**config.mk**
```make
export PLATFORM = sky130hd
export DESIGN_NAME = adder64_seq_ctrl
export DESIGN_NICKNAME = d
export VERILOG_FILES = /design/src/rtl/adder64_seq_ctrl.sv
export SDC_FILE = /design/constraint.sdc
export NUM_CORES = 1
export LEC_CHECK = 0
export BUFFER_PORTS_ARGS = -buffer_cell sky130_fd_sc_hd__buf_2
export CORE_AREA = 2 2 179 181
export CTS_BUF_LIST = sky130_fd_sc_hd__clkbuf_4
export DETAILED_ROUTE_END_ITERATION = 10
export DIE_AREA = 0 0 181 183
export PLACE_DENSITY = 0.62
export SLEW_MARGIN = 20
export SYNTH_ARGS = -nofsm -noshare
export SYNTH_HDL_FRONTEND = slang
export SYNTH_SLANG_ARGS = --single-unit
export TNS_END_PERCENT = 30
```
**constraint.sdc**
```tcl
create_clock -name clk -period 15.45 [get_ports clk]
set_input_delay 1.545 -clock clk [delete_from_list [all_inputs] [get_ports clk]]
set_output_delay 1.545 -clock clk [all_outputs]
set_load 0.005 [all_outputs]
```
**src/rtl/adder64_seq_ctrl.sv**
```systemverilog
`default_nettype none
// ============================================================================
// Module   : adder64_seq_ctrl
// Function : Round-robin two-requester 64-bit adder built from two passes over
//            a shared 32-bit prefix carry network (low half, then high half).
// Revision : 1.0 - initial release
// ============================================================================
module adder64_seq_ctrl #(
    parameter bit CIN_EN = 1'b1
) (
    input  logic        clk,
    input  logic        rst,
    input  logic        req0_valid,
    output logic        req0_ready,
    input  logic [63:0] req0_a,
    input  logic [63:0] req0_b,
    input  logic        req0_cin,
    input  logic        req1_valid,
    output logic        req1_ready,
    input  logic [63:0] req1_a,
    input  logic [63:0] req1_b,
    input  logic        req1_cin,
    output logic        res_valid,
    input  logic        res_ready,
    output logic [63:0] res_sum,
    output logic        res_cout,
    output logic        res_id,
    output logic [31:0] net_g,
    output logic [31:0] net_p,
    input  logic [31:0] net_go,
    input  logic [31:0] net_po
);

    localparam logic [1:0] S_IDLE = 2'd0;
    localparam logic [1:0] S_LO   = 2'd1;
    localparam logic [1:0] S_HI   = 2'd2;
    localparam logic [1:0] S_DONE = 2'd3;

    logic [1:0]  r_state;
    logic [1:0]  w_next;
    logic        r_last;
    logic [63:0] r_a;
    logic [63:0] r_b;
    logic        r_cin;
    logic        r_id;
    logic        r_c32;
    logic        r_cout;
    logic [31:0] r_sum_lo;
    logic [31:0] r_sum_hi;

    logic        w_grant0;
    logic        w_grant1;
    logic        w_pass_cin;
    logic [31:0] w_carry;
    logic [31:0] w_pass_sum;
    logic        w_pass_cout;

    // On a tie the requester that was not served last wins.
    assign w_grant0 = req0_valid & (~req1_valid | r_last);
    assign w_grant1 = req1_valid & (~req0_valid | ~r_last);

    // The network returns prefixes over [i:0] with zero carry-in; fold the
    // pass carry-in in here so one network serves both halves.
    assign w_pass_cin  = (r_state == S_HI) ? r_c32 : r_cin;
    assign w_carry     = {net_go[30:0] | (net_po[30:0] & {31{w_pass_cin}}), w_pass_cin};
    assign w_pass_sum  = net_p ^ w_carry;
    assign w_pass_cout = net_go[31] | (net_po[31] & w_pass_cin);

    assign res_sum  = {r_sum_hi, r_sum_lo};
    assign res_cout = r_cout;
    assign res_id   = r_id;

    always_ff @(posedge clk or posedge rst) begin
        if (rst) begin
            r_state <= S_IDLE;
        end else begin
            r_state <= w_next;
        end
    end

    always_comb begin
        w_next = r_state;
        case (r_state)
            S_IDLE:  if (w_grant0 | w_grant1) w_next = S_LO;
            S_LO:    w_next = S_HI;
            S_HI:    w_next = S_DONE;
            S_DONE:  if (res_ready) w_next = S_IDLE;
            default: w_next = S_IDLE;
        endcase
    end

    always_comb begin
        req0_ready = 1'b0;
        req1_ready = 1'b0;
        res_valid  = 1'b0;
        net_g      = '0;
        net_p      = '0;
        case (r_state)
            S_IDLE: begin
                req0_ready = w_grant0 & ~rst;
                req1_ready = w_grant1 & ~rst;
            end
            S_LO: begin
                net_g = r_a[31:0] & r_b[31:0];
                net_p = r_a[31:0] ^ r_b[31:0];
            end
            S_HI: begin
                net_g = r_a[63:32] & r_b[63:32];
                net_p = r_a[63:32] ^ r_b[63:32];
            end
            S_DONE:  res_valid = 1'b1;
            default: res_valid = 1'b0;
        endcase
    end

    always_ff @(posedge clk or posedge rst) begin
        if (rst) begin
            r_last   <= 1'b1;
            r_a      <= '0;
            r_b      <= '0;
            r_cin    <= 1'b0;
            r_id     <= 1'b0;
            r_c32    <= 1'b0;
            r_cout   <= 1'b0;
            r_sum_lo <= '0;
            r_sum_hi <= '0;
        end else begin
            case (r_state)
                S_IDLE: begin
                    if (w_grant0 | w_grant1) begin
                        r_a    <= w_grant1 ? req1_a : req0_a;
                        r_b    <= w_grant1 ? req1_b : req0_b;
                        r_cin  <= (w_grant1 ? req1_cin : req0_cin) & CIN_EN;
                        r_id   <= w_grant1;
                        r_last <= w_grant1;
                    end
                end
                S_LO: begin
                    r_sum_lo <= w_pass_sum;
                    r_c32    <= w_pass_cout;
                end
                S_HI: begin
                    r_sum_hi <= w_pass_sum;
                    r_cout   <= w_pass_cout;
                end
                default: begin
                end
            endcase
        end
    end

endmodule
`default_nettype wire

```
==> results.ini, run 1 <==
[outcome]
status = finished, final reports clean

[place]
place_congestion = 0.8402
dp_slack_ns = 11.17
io_buffer_count = 459
hpwl_um = 26550

[yosys]
yosysTopAreaCell = dfrtp_1
ys_seq_area_frac = 0.4516
synth_cells = 1010
ys_types = 30
synth_nets = 1407
syn_area_um2 = 11030
synth-edff-count = 0
synthFlopType = dfrtp_1
yosysWarnings = 0
ys_top_cells_by_area = dfrtp_1, mux2i_1, ha_1, mux2_2, o21ai_0
syn_avg_cell_area_um2 = 10.92
yosysTopAreaCellShare = 0.4492
ys_seq_elements = 199
ys_async_sr_fraction = 1.000

[worst_hold_path]
hold_path_class = reg -> reg
holdPathStages = 2

[timing]
fin_crit_ns = 4.609
fin_skew_ns = 0.02645
setup_viol_count_final = 0
max_freq_mhz = 217.0
finalHoldViolCount = 0
slew_violations = 0
setup_tns_ns = 0
fin_crit_sh = 0.2983
grt_setup_unrepaired = no
layout_setup_ws_ns = 10.84
worstMarginPinSlew_ns = 1.013
slew_headroom = 0.3248

[route]
vias = 8894
wirelength_um = 34290
drtPass1Iterations = 5
wl_per_cell_um = 18.64
vias_per_cell = 4.834
antenna_left = 0
drt_iter0_drc = 469
drc = 0

[cells_and_area]
final_common_cell = buf_2
final_nets = 1818
areaGrowthSynthToFinish_pct = 24.99
final_cell_mix = buf_2, dfrtp_1, nand2_1, mux2i_1, o21ai_0
drive_gt1_frac = 0.4184

[global_routing]
grt_max_degree = 131
antenna_found_initial = 5
grt_pass1_vias = 8795
grt_usage = 0.2029
grt_pass1_wl_um = 51030
grt_remaining_overflow = 0

[pwr]
switching_share = 0.4383
p_leak_nw = 6.854
clock_power_share = 0.102
ir_drop_uv = 98.13
power_density_nw_per_um2 = 196.4
p_switching_w = 0.001187
internal-power_w = 0.001521
pwr-share-comb = 0.554
pwr-share-seq = 0.344

[floorplan]
fp.coreArea_um2 = 31230
fp.dieW_um = 181
dieHeight_um = 183
start_util = 0.3532
io_pins = 460
die_area_um2 = 33120
row_count = 65

[clock_tree]
clk_latency_ns = 0.57
cts_setup_buffers = 0
cts_tree = built
cts.repair.resized = 0
clk_pin_slew_ns = 0.16
cts_max_path_buffers = 2
htree_levels = 4
clock_sinks = 199
numCtsBuffers = 17
cts_hold_buf = 0
root_buffer = clkbuf_4

[flow_run]
drv_cap = 0

[setup_path]
critPathRequiredTime_ns = 13.91
cp-startpoint = r_state[0]$_DFFE_PP0P_
r2r-end = r_sum_lo[4]$_DFFE_PP0N_
crit_fanout = 51
start_kind = flop
r2r_setup_slack_ns = 12.59
critPathKind = reg -> out
r2r-start = r_state[0]$_DFFE_PP0P_
r2r_cells = 7
arrival_ns = 3.06
endpoint_kind = output port
endpoint = net_p[4]

cells by family after synthesis:
kind of cell | count (synthesis) | synth area share
XOR/XNOR | 32 | 0.02541
adder cells (fa/ha/maj) | 70 | 0.07940
AND/OR/NAND/NOR | 202 | 0.08723
flip-flops | 199 | 0.4516
buffers and inverters | 78 | 0.04083
multiplexers | 194 | 0.1838
AO/OA/AOI/OAI | 235 | 0.1318
per-stage QoR:
| stage | cells | power, W | hold slack [ns] | utilization | area [um2] |
|---|---|---|---|---|---|
| after floorplan | 1010 | 0.001876 | 0.4500 | - | 11030 |
| after global placement | 1804 | 0.002435 | 0.4653 | 0.4323 | 13500 |
| after detailed placement | 1804 | 0.002459 | 0.4748 | 0.4323 | 13500 |
| after CTS | 1836 | 0.002744 | 0.5103 | 0.4410 | 13770 |
| after global routing | 1840 | 0.002944 | 0.5345 | 0.4415 | 13790 |
| final | 1840 | 0.002708 | 0.5061 | 0.4415 | 13790 |
synth_stat cells, types with 3 or more instances:
| master | n |
|---|---|
| ha_1 | 70 |
| nand2_1 | 131 |
| a21oi_1 | 8 |
| o21ai_0 | 111 |
| nor2_1 | 3 |
| nor2b_1 | 39 |
| dfrtp_1 | 198 |
| a22oi_1 | 64 |
| buf_4 | 9 |
| clkbuf_1 | 25 |
| mux2i_1 | 129 |
| and2b_1 | 26 |
| buf_6 | 12 |
| mux2_2 | 64 |
| o21ai_1 | 20 |
| buf_2 | 27 |
| inv_1 | 3 |
| a21oi_2 | 28 |
| xnor2_1 | 31 |
worst min path at each step:
stage                                  from                      end  slack [ns]
floorplan                 r_cin$_DFFE_PP0P_        r_cin$_DFFE_PP0P_        0.45
global placement         r_b[0]$_DFFE_PP0P_       r_b[0]$_DFFE_PP0P_        0.47
detailed placement       r_b[7]$_DFFE_PP0P_       r_b[7]$_DFFE_PP0P_        0.47
CTS                     r_b[44]$_DFFE_PP0P_      r_b[44]$_DFFE_PP0P_        0.51
global route        r_sum_hi[2]$_DFFE_PP0N_  r_sum_hi[2]$_DFFE_PP0N_        0.53
finish                  r_b[43]$_DFFE_PP0P_      r_b[43]$_DFFE_PP0P_        0.51
critical path: stages, from the launching register on:
cell	delay [ns]
dfrtp_1	0.46
inv_1	0.17
ha_4	0.58
buf_4	0.63
a22oi_1	0.18
and2b_1	0.31
buf_2	0.14
flip-flops by register name, summed over array words and instances (netlist names):
signal / count
res_cout: 1
r_last: 1
r_c32: 1
r_sum_hi: 32
res_id: 1
r_state: 2
r_a: 64
r_cin: 1
r_b: 64
r_sum_lo: 32
final cells by class:
class	count	area (um2)
fill	3120	17440
multi-input combinational	733	5642
sequential	199	4981
timing repair buffer	467	2361
tap	402	503.0
clock inverter	14	136.4
clock buffer	18	135.1
inverter	3	18.77
antenna	4	10.01
power groups by stage:
stage                     logic (W)  clock network (W)  registers [W]
final                       0.00150           0.000276       0.000933
after global routing        0.00167           0.000310       0.000966
after CTS                   0.00152           0.000291       0.000933
after detailed placement    0.00151                  0       0.000946
after global placement      0.00150                  0       0.000937
after floorplan            0.000960                  0       0.000916
routing by layer:
layer / up-vias / wire length [um] / GRT usage / part of all wire
li1: 4380 / - / - / -
met1: 4238 / 16550 / 0.2940 / 0.48
met2: 260 / 15710 / 0.3166 / 0.46
met3: 16 / 1641 / 0.03614 / 0.048
met4: 0 / 384 / 0.04715 / 0.011
met5: - / 0 / 0 / 0
(Power assumes the default switching activity.)
==> run 2, diff against run 1 <==
- CORE_AREA: 2 2 179 181 -> 2 2 180 182
- DIE_AREA: 0 0 181 183 -> 0 0 182 184
- PLACE_DENSITY: 0.62 -> 0.64
- clock period: 15.45 -> 3.9 ns (I/O delays scaled with it)
==> run 2 against run 1 <==
Effect of this change: non-clock buffer count up 6; final cell count up 0.16%; die area up 1.1%; total power rose to 4.0 times the previous value; global-route usage down 0.27 points; critical path type unchanged; design area up 0.68%; sequential share of layout area down 0.24 points; clock-buffer cell count up 1; sequential power rose to 4.0 times the previous value.
==> results.ini, run 2 (synthesis results as in run 1) <==
[clock_tree]
cts_tree = built
htree_levels = 4
clock_sinks = 199
cts.repair.resized = 0
root_buffer = clkbuf_4
clk_pin_slew_ns = 0.20
cts_max_path_buffers = 2
cts_setup_buffers = 0
clk_latency_ns = 0.57
cts_hold_buf = 1
numCtsBuffers = 17

[setup_path]
critPathKind = reg -> out
crit_fanout = 40
crit_buf_inv = 3
path_cells = inv_1 -> ha_2 -> buf_4 -> and2b_1 -> buf_2
slowest_stage = ha_2
cpPeakStageDelay_ns = 0.80
arrival_ns = 2.66
critPathRequiredTime_ns = 3.51
cp-startpoint = r_state[0]$_DFFE_PP0P_
endpoint_kind = output port
r2r-start = r_state[0]$_DFFE_PP0P_
crit_family = adder cells
start_kind = flop

[place]
place_congestion = 0.8342
dp_slack_ns = 1.376
io_buffer_count = 459
hpwl_um = 26670

[timing]
fin_crit_sh = 0.7821
grt_setup_unrepaired = no
slew_headroom = 0.4130
slew_violations = 0
layout_setup_ws_ns = 0.8498
fin_crit_ns = 3.050
setup_viol_count_final = 0
finalHoldViolCount = 0
max_freq_mhz = 327.8
fin_skew_ns = 0.04229
fin_hold_ws_ns = 0.07475
worstMarginPinSlew_ns = 0.8805

[flow_run]
drv_cap = 0

[route]
vias_per_cell = 4.844
dr_wl_met2_um = 15420
vias = 8928
drt_iter0_drc = 444
wl_met3_um = 1529
wl_met1_um = 16760
drc = 0
drtPass1Iterations = 5
wl_per_cell_um = 18.53
antenna_left = 0
wirelength_um = 34150
top_layer = met4

[cells_and_area]
top_regs = r_a (64), r_b (64)
areaGrowthSynthToFinish_pct = 25.84
final_nets = 1824
final_common_cell = buf_2
n_fill_cell = 3100
drive_gt1_frac = 0.4208
final_cell_mix = buf_2, dfrtp_1, nand2_1, mux2i_1, o21ai_0

[global_routing]
antenna_found_initial = 3
grt_max_degree = 259
grt_usage = 0.2003
grt_remaining_overflow = 0
grt_pass1_vias = 8721
grt_pass1_wl_um = 50900

[floorplan]
start_util = 0.3514
fp.dieW_um = 182
dieHeight_um = 184
fp.coreArea_um2 = 31390
row_count = 65
io_pins = 460
die_area_um2 = 33490

[pwr]
switching_share = 0.4367
p_leak_nw = 6.897
ir_drop_uv = 495.1
internal-power_w = 0.006092
pwr-share-comb = 0.556
p_switching_w = 0.004723
pwr-share-seq = 0.341
clock_power_share = 0.103
power_density_nw_per_um2 = 779.1

[worst_hold_path]
holdCritStartpoint = req0_b[12]
hold_path_class = in -> reg

[outcome]
status = finished, final reports clean

==> run 2: per-stage QoR <==
stage	TNS, ns	utilization	std cells	instance area [um2]	total power (W)
floorplan	-0.4211	-	1010	11030	0.007434
global placement	0	0.4328	1809	13590	0.009726
detailed placement	0	0.4328	1809	13590	0.009815
CTS	0	0.4421	1842	13880	0.01097
global route	0	0.4422	1843	13880	0.01175
finish	0	0.4422	1843	13880	0.01081
==> run 2: power by group through the flow <==
stage	combinational, W	clock (W)	sequential, W
after floorplan	0.00380	0	0.00363
after global placement	0.00602	0	0.00371
after detailed placement	0.00607	0	0.00375
after CTS	0.00610	0.00117	0.00370
after global routing	0.00668	0.00125	0.00382
final	0.00602	0.00111	0.00369
==> run 2: final timing paths <==
path	to	slack (ns)	cells after the start
setup / recovery	net_p[7]	0.85	5
hold / removal	r_b[12]$_DFFE_PP0P_	0.07	3
setup reg to reg	r_sum_lo[9]$_DFFE_PP0N_	1.48	6
hold reg to reg	r_b[36]$_DFFE_PP0P_	0.50	2
max in group asynchronous	res_cout$_DFFE_PP0N_	2.22	5
min in group asynchronous	r_b[29]$_DFFE_PP0P_	0.53	4
==> run 2: layout make-up <==
cell class | instances | area [um2] | share of cell area
Antenna cell | 1 | 2.502 | 0.0001803
Clock buffer | 19 | 142.6 | 0.01028
Clock inverter | 13 | 140.1 | 0.01010
Inverter | 3 | 15.01 | 0.001082
Multi-Input combinational cell | 733 | 5642 | 0.4064
Sequential cell | 199 | 4981 | 0.3588
Tap cell | 402 | 503.0 | 0.03624
Timing Repair Buffer | 473 | 2455 | 0.1769
==> run 2: per-layer routing <==
layer | GRT usage | up-vias
met4 | 0.04516 | 0
met2 | 0.3079 | 278
li1 | - | 4409
met1 | 0.2978 | 4218
met3 | 0.02872 | 23
met5 | 0 | -
==> run 2: worst min-delay path, delay by kind of cell <==
kind / cells / cell delay (ns)
compound gates: 1 / 0.11
buf+inv: 1 / 0.07
mux: 1 / 0.05
==> run 3, diff against run 2 <==
- CORE_AREA: 2 2 180 182 -> 2 2 181 183
- DIE_AREA: 0 0 182 184 -> 0 0 183 185
- PLACE_DENSITY: 0.64 -> 0.61
- clock period: 3.9 -> 3.1 ns (I/O delays scaled with it)
==> run 3 against run 2 <==
Effect of this change: combinational power is 28% higher; sequential share of layout area is 3.4 points lower; utilization is 3.6 points higher; largest power group unchanged.
==> results.ini, run 3 (synthesis results as in run 1) <==
[clock_tree]
clk_pin_slew_ns = 0.18
numCtsBuffers = 17
root_buffer = clkbuf_4
cts_max_path_buffers = 2
cts_setup_buffers = 0
clock_sinks = 199
clk_latency_ns = 0.58
htree_levels = 4
cts_tree = built

[route]
antenna_left = 0
drt_iter0_drc = 428
wl_per_cell_um = 17.78
drc = 0
drtPass1Iterations = 4
vias = 9514
vias_per_cell = 4.783
wirelength_um = 35370

[global_routing]
grt_max_degree = 127
antenna_found_initial = 2
grt_pass1_vias = 9490
grt_pass1_wl_um = 53380
grt_usage = 0.2059
grt_remaining_overflow = 0

[cells_and_area]
drive_gt1_frac = 0.3834
fin_util = 0.4782
areaGrowthSynthToFinish_pct = 38.91
top_regs = r_a (64), r_b (64)
final_cell_mix = buf_2, dfrtp_1, dlygate4sd3_1, nand2_1, mux2i_1
final_cells = 1989
final_common_cell = buf_2
final_nets = 1963

[pwr]
power_density_nw_per_um2 = 894.0
p_leak_nw = 7.485
ir_drop_uv = 343.8
power_w = 0.01370

[timing]
grt_setup_unrepaired = no
fin_crit_ns = 2.852
setup_viol_count_final = 0
worstMarginPinSlew_ns = 0.6559
max_freq_mhz = 350.6
slew_violations = 0
fin_skew_ns = 0.03735
fin_hold_ws_ns = 0.04863
slew_headroom = 0.5627
fin_crit_sh = 0.9200
finalHoldViolCount = 0

[setup_path]
cpPeakStageDelay_ns = 0.49
r2r-start = r_state[0]$_DFFE_PP0P_
path_cells = inv_1 -> ha_4 -> buf_12 -> a22oi_1 -> nor2b_1 -> buf_2
critPathRequiredTime_ns = 2.79
cp-startpoint = r_state[0]$_DFFE_PP0P_
crit_buf_inv = 3
crit_family = buffers and inverters
critPathKind = reg -> out
start_kind = flop
arrival_ns = 2.54
endpoint_kind = output port
r2r-end = r_sum_lo[17]$_DFFE_PP0N_
r2r_cells = 7
crit_fanout = 42
r2r_setup_slack_ns = 0.81
slowest_stage = dfrtp_1

[outcome]
status = finished, final reports clean

[worst_hold_path]
holdPathStages = 3
whs_endpoint = r_a[40]$_DFFE_PP0P_
holdCritStartpoint = req1_a[40]
hold_path_class = in -> reg

[floorplan]
fp.coreArea_um2 = 32040
start_util = 0.3443
fp.dieW_um = 183
row_count = 66
dieHeight_um = 185
die_area_um2 = 33860
io_pins = 460

[flow_run]
drv_cap = 0

[place]
io_buffer_count = 459
hpwl_um = 26200
placed_cells = 1817
place_congestion = 0.8213

[run 3: cell count changes in the layout (fill, tap and decap cells not counted)]
cell	before	now
buf_12	4	9
buf_4	9	4
buf_6	0	2
clkbuf_4	19	17
clkinv_1	0	2
clkinv_4	1	5
clkinv_8	4	0
clkinvlp_4	1	2
diode_2	1	3
dlygate4sd3_1	1	138
ha_2	3	2
ha_4	1	2
inv_6	7	1
inv_8	0	4
[run 3: final cells by class]
type                    instances  area, um2
diodes                          3      7.507
clock buffers                  17      127.6
clock inverters                14      117.6
fillers                      3032      16720
inverters                       3      15.01
multi-input cells             733       5652
flip-flops and latches        199       4981
well taps                     408      510.5
repair buffers                612       3911
[run 3: how the worst max path moves through the flow]
stage | endpoint | slack [ns] | cells after the start
5_1_grt | net_p[19] | 0.01 | 6
3_3_place_gp | r_sum_lo[12]$_DFFE_PP0N_ | 0.65 | 7
4_1_cts | net_p[2] | 0.06 | 5
6_report | net_p[23] | 0.25 | 6
2_1_floorplan | req1_ready | -1.06 | 2
3_5_place_dp | r_sum_hi[9]$_DFFE_PP0N_ | 0.58 | 7
[run 3: worst register-to-register path, cell delays in order (launching register included)]
cell and delay, ns:
dfrtp_1 0.49, inv_1 0.19, ha_4 0.41, buf_12 0.30, a22oi_1 0.15, and2b_1 0.29, xnor2_1 0.12, mux2_2 0.27
[run 3: metal layers]
layer	vias up	routed length, um	GRT usage
met5	-	0	0
met4	0	453	0.04800
met3	27	1547	0.03244
met2	265	16750	0.3344
met1	4541	16620	0.2893
li1	4681	-	-
[run 3: stage by stage]
stage                     setup TNS, ns  area, um2  worst slack [ns]
after detailed placement              0      13670            0.5764
after CTS                             0      15260           0.05851
after floorplan                  -1.061      11030            -1.061
after global placement                0      13670            0.6466
final                                 0      15320            0.2479
after global routing                  0      15320           0.01025
[run 3: where the power goes]
part	switching [W]	internal [W]
Sequential	0.000754	0.00390
Clock	0.000971	0.000337
Combinational	0.00412	0.00362
[run 3: repair_timing]
action,in CTS,in global routing
resized for setup,1,2
hold buffers,133,5
hold endpoints to repair,272,4
pin swaps,0,0
endpoints found under the setup margin,9,9
